## config.mk

```make
export PLATFORM = sky130hd
export DESIGN_NAME = pipe_stage_chain
export DESIGN_NICKNAME = d
export VERILOG_FILES = /design/src/rtl/pipe_stage_chain.sv
export SDC_FILE = /design/constraint.sdc
export NUM_CORES = 1
export LEC_CHECK = 0
export BUFFER_PORTS_ARGS = -buffer_cell sky130_fd_sc_hd__buf_2
export CORE_ASPECT_RATIO = 1.75
export CORE_MARGIN = 4
export CORE_UTILIZATION = 40
export DETAILED_ROUTE_END_ITERATION = 10
export MAX_ROUTING_LAYER = met4
export PLACE_DENSITY_LB_ADDON = 0.12
export SYNTH_ARGS = -nofsm -noshare
export SYNTH_HDL_FRONTEND = slang
export SYNTH_SLANG_ARGS = --single-unit
export TNS_END_PERCENT = 1
```

## constraint.sdc

```tcl
create_clock -name clk -period 2.5 [get_ports clk]
set_clock_uncertainty 0.2 [all_clocks]
set_input_delay 0.5 -clock clk [delete_from_list [all_inputs] [get_ports clk]]
set_output_delay 0.5 -clock clk [all_outputs]
set_load 0.02 [all_outputs]
```

## src/rtl/pipe_stage_chain.sv

```systemverilog
// pipe_stage_chain: STAGES-deep register chain with valid/ready handshake,
// backpressure, bubble collapse and targeted kill of younger stages.
// Stage 0 is the youngest (input side); stage STAGES-1 drives the output.
// Optional feature macro: PIPE_STAGE_CHAIN_PERF_EN
//   defined   -> saturating stall and kill performance counters
//   undefined -> perf_stall_cnt / perf_kill_cnt tied to 0, no counter flops

// One register stage: loads when ldEn, is cleared by killEn.
module pipe_stage_reg #(
  parameter int WIDTH = 32
) (
  input  logic             clk,
  input  logic             rst_n,
  input  logic             ldEn,
  input  logic             killEn,
  input  logic             srcValid,
  input  logic [WIDTH-1:0] srcData,
  output logic             valid,
  output logic [WIDTH-1:0] data
);

  // Kill wins over load; payload only moves with a valid item so idle
  // stages keep their last data and do not toggle.
  always_ff @(posedge clk or negedge rst_n) begin
    if (!rst_n) begin
      valid <= 1'b0;
      data  <= '0;
    end else begin
      if (killEn)      valid <= 1'b0;
      else if (ldEn)   valid <= srcValid;
      if (!killEn && ldEn && srcValid) data <= srcData;
    end
  end

endmodule

module pipe_stage_chain #(
  parameter int WIDTH  = 32,
  parameter int STAGES = 4,   // must be >= 2
  parameter int CNT_W  = 16,
  localparam int OCC_W = $clog2(STAGES + 1)
) (
  input  logic              clk,
  input  logic              rst_n,
  input  logic              in_valid,
  output logic              in_ready,
  input  logic [WIDTH-1:0]  in_data,
  output logic              out_valid,
  input  logic              out_ready,
  output logic [WIDTH-1:0]  out_data,
  input  logic [STAGES-1:0] kill,
  output logic [STAGES-1:0] stage_valid,
  output logic [OCC_W-1:0]  occupancy,
  output logic [CNT_W-1:0]  perf_stall_cnt,
  output logic [CNT_W-1:0]  perf_kill_cnt
);

  logic [STAGES-1:0]            validQ;
  logic [STAGES-1:0][WIDTH-1:0] dataQ;
  logic [STAGES-1:0]            rdy;
  logic [STAGES-1:0]            killMask;
  logic [STAGES-1:0]            srcValid;
  logic [STAGES-1:0][WIDTH-1:0] srcData;
  logic [OCC_W-1:0]             occCount;

  // Per-stage control and the register instances.
  // rdy[i] is the unrolled form of rdy[i] = rdy[i+1] | ~validQ[i]: a stage can
  // accept if the output drains or any stage from i upward is empty. Writing it
  // flat keeps the vector free of bit-to-bit combinational dependencies.
  // killMask[i] is set when some kill bit at index >= i is set, i.e. stage i
  // lies at or below the highest killed index.
  for (genvar i = 0; i < STAGES; i++) begin : gStage
    assign rdy[i]      = out_ready | ~&validQ[STAGES-1:i];
    assign killMask[i] = |kill[STAGES-1:i];

    if (i == 0) begin : gSrcIn
      assign srcValid[i] = in_valid & in_ready;
      assign srcData[i]  = in_data;
    end else begin : gSrcPrev
      // A killed predecessor hands over a bubble instead of its item.
      assign srcValid[i] = validQ[i-1] & ~killMask[i-1];
      assign srcData[i]  = dataQ[i-1];
    end

    pipe_stage_reg #(.WIDTH(WIDTH)) uStage (
      .clk      (clk),
      .rst_n    (rst_n),
      .ldEn     (rdy[i]),
      .killEn   (killMask[i]),
      .srcValid (srcValid[i]),
      .srcData  (srcData[i]),
      .valid    (validQ[i]),
      .data     (dataQ[i])
    );
  end

  // Input is refused during any kill so a fresh item never lands in a killed stage.
  assign in_ready    = rdy[0] & ~|kill;
  assign out_valid   = validQ[STAGES-1];
  assign out_data    = dataQ[STAGES-1];
  assign stage_valid = validQ;
  assign occupancy   = occCount;

  // Occupancy is a popcount of registered valid bits only.
  always_comb begin
    occCount = '0;
    for (int i = 0; i < STAGES; i++) occCount = occCount + OCC_W'(validQ[i]);
  end

`ifdef PIPE_STAGE_CHAIN_PERF_EN
  logic [CNT_W-1:0] stallCntQ;
  logic [CNT_W-1:0] killCntQ;
  logic [OCC_W-1:0] killPop;
  logic [CNT_W:0]   killSum;

  // Number of valid items discarded this cycle (stages 0..j are exactly killMask).
  always_comb begin
    killPop = '0;
    for (int i = 0; i < STAGES; i++) killPop = killPop + OCC_W'(validQ[i] & killMask[i]);
  end

  assign killSum = {1'b0, killCntQ} + (CNT_W+1)'(killPop);

  // Saturating counters: stalled input cycles and discarded items.
  always_ff @(posedge clk or negedge rst_n) begin
    if (!rst_n) begin
      stallCntQ <= '0;
      killCntQ  <= '0;
    end else begin
      if (in_valid && !in_ready && !(&stallCntQ)) stallCntQ <= stallCntQ + CNT_W'(1);
      if (|kill) killCntQ <= killSum[CNT_W] ? '1 : killSum[CNT_W-1:0];
    end
  end

  assign perf_stall_cnt = stallCntQ;
  assign perf_kill_cnt  = killCntQ;
`else
  assign perf_stall_cnt = '0;
  assign perf_kill_cnt  = '0;
`endif

endmodule
```

==> run metrics <==
top cell type's share of synthesized area 0.572; routed length per instance 16.2 um; drt first pass iters 4; leading cell types by count after synthesis dfrtp_1 (132), mux2_2 (69), buf_4 (68); Max-cap violations 0; Final Max Tran Viols 0; largest net degree at the start of global routing 57; Die Ht between 150 and 200 um; synthesis-to-layout area growth 16.1%; HP Class in -> reg; Die W 98.8 um; Critical Setup Path Class reg -> out; Core Util, Final 0.477; Final TNS setup -21.1 ps; Syn. warnings 0; final WL between 9000 and 10,000 um; achievable frequency a little under 0.4 GHz; Reg area 3300 um2; placed cell count 579; Finished Layout Cells 613; peak supply drop 346 uV; final worst slack -21.1 ps; antenna violations before repair 0; Synth area leader dfrtp_1; failing checks setup timing; worst-path fanout max 2; Multi-input gate area 2010 um2; port bufs 80; CTS Sinks around 130; Synth async-reset ratio 1.00; global-route wire length before repair approximately 16,000 um; register bit total from synthesis 132; via count around 2,800; cts bufs inserted 17; register area share after synthesis 0.572; pre-CTS setup slack between 200 and 250 ps; post-synthesis cell type count 26; leakage about 3.7 nW; final hold viol count 0; Critical Path End Type output pin; root buffer selected by CTS clkbuf_16; IO Pins 113; vias in the first global route 3,065; final worst path period share 1.01; CP Launch Type flip-flop; total power 5.20 mW; status finished, violations left; DRC Markers 0; fillers around 1,300; GRT Total Usage 0.131; top-count cell post-synth dfrtp_1; power density over the cells roughly 780 nW/um2; clk buf depth 2; max_slew headroom 0.645; Final nets 467; RSZ-0062 raised after global routing yes; Critical Path RT about 1800 ps; Vias/cell about 4.5; number of synthesized flops with an enable pin 0; half-perimeter wire length after detailed placement 6410 um; layout cell share with drive strength beyond 1 0.587; fin crit period between 2000 and 3000 ps; ANT nets after route 0; commonest register cell after synthesis dfrtp_1; ranking of synthesized cells by area dfrtp_1 (57%), mux2_4 (15%), mux2_2 (13%); DRT iter0 DRCs 90; global route overflow 0; site row count 57; CTS tree done; Starting Density 0.411; antenna cells 0; synthesized area 5770 um2; core footprint about 14,000 um2; routability cong. between 0.7 and 0.8; Clk pin slew, worst setup/hold paths 60 ps; syn_area_per_cell 15.9 um2; Mapped Cells 363; Setup violations, final 1; Slew @ Worst Pin about 530 ps; die area 16,500 um2; H-tree levels 4; clk_lat worst skew 410 ps; Worst Path Arrival approximately 1800 ps
-- where the power goes --
part / total, mW / switching (mW) / leakage (nW) / internal (mW)
logic: 0.356 / 0.142 / 1.60 / 0.214
registers: 2.36 / 0.0802 / 1.79 / 2.28
clock network: 2.48 / 0.922 / 0.278 / 1.56
total: 5.20 / 1.14 / 3.67 / 4.05
-- logic make-up (layout without fill, tap and decap cells) --
| group | count (synthesis) | count (layout) | share of synthesized area |
|---|---|---|---|
| flops | 132 | 132 | 0.572 |
| mux | 129 | 129 | 0.290 |
| buf+inv | 81 | 123 | 0.106 |
| simple gates | 13 | 13 | 0.0165 |
| compound gates | 4 | 4 | 0.00672 |
| fa+ha+maj | 3 | 3 | 0.00781 |
| other cells | 1 | 32 | 0.000650 |
-- critical path, stage by stage (launching register included) --
cell and delay, ps:
dfrtp_1 410, ha_4 250, fa_2 370, ha_4 270, buf_6 100
-- state kept, by name, summed over array words and instances, names as in the netlist --
name	flops
gStage.uStage.valid	4
gStage.uStage.data	128
-- metrics by stage --
step                cell area, um2  hold slack, ps
finish                        6700             121
global route                  6700            98.0
CTS                           6700             103
detailed placement            6040             288
global placement              6040             283
floorplan                     5890            4.41
-- cell usage in the layout (no fill, tap or decap), drive strengths merged, types with 2 or more instances in the layout --
cell / instances
nand3: 3
conb: 32
mux2: 128
clkbuf: 18
ha: 2
dfrtp: 132
clkinv: 6
clkinvlp: 4
bufinv: 3
nand2b: 2
buf: 90
-- what timing repair did --
action | CTS | global route
pin swaps | 2 | 2
endpoints found under the hold margin | 54 | 0
buffers inserted | 2 | 0
setup endpoints to repair | 3 | 3
hold buffers | 1 | 0
gates resized for setup | 9 | 0
-- per-layer routing --
metal	vias to the layer above	GRT usage	routed length [um]
met3	9	0.0406	508
met4	0	0.0482	116
met5	-	-	0
met1	1392	0.155	4170
met2	87	0.208	5160
li1	1278	-	-
-- area by class of cell --
class	count	area share
multi-input cells	181	0.300
flip-flops and latches	132	0.493
well taps	177	0.0330
clock buffers	18	0.0640
inverters	1	0.000560
repair buffers	91	0.0855
clock inverters	13	0.0241
-- path summary, 6_finish.rpt --
kind	to	slack (ps)	start	cells after the start
worst min register to register	gStage[3].uStage.data[15]	300	gStage[2].uStage.data[15]	1
max in group asynchronous	gStage[1].uStage.data[9]	1050	rst_n	3
worst min-delay path	gStage[0].uStage.data[4]	120	in_data[4]	2
worst max register to register	gStage[0].uStage.data[13]	570	gStage[0].uStage.valid	5
min in group asynchronous	gStage[3].uStage.data[28]	420	rst_n	2
worst max-delay path	occupancy[1]	-20	gStage[0].uStage.valid	4
Note: power is estimated with default switching activity, not from simulation.
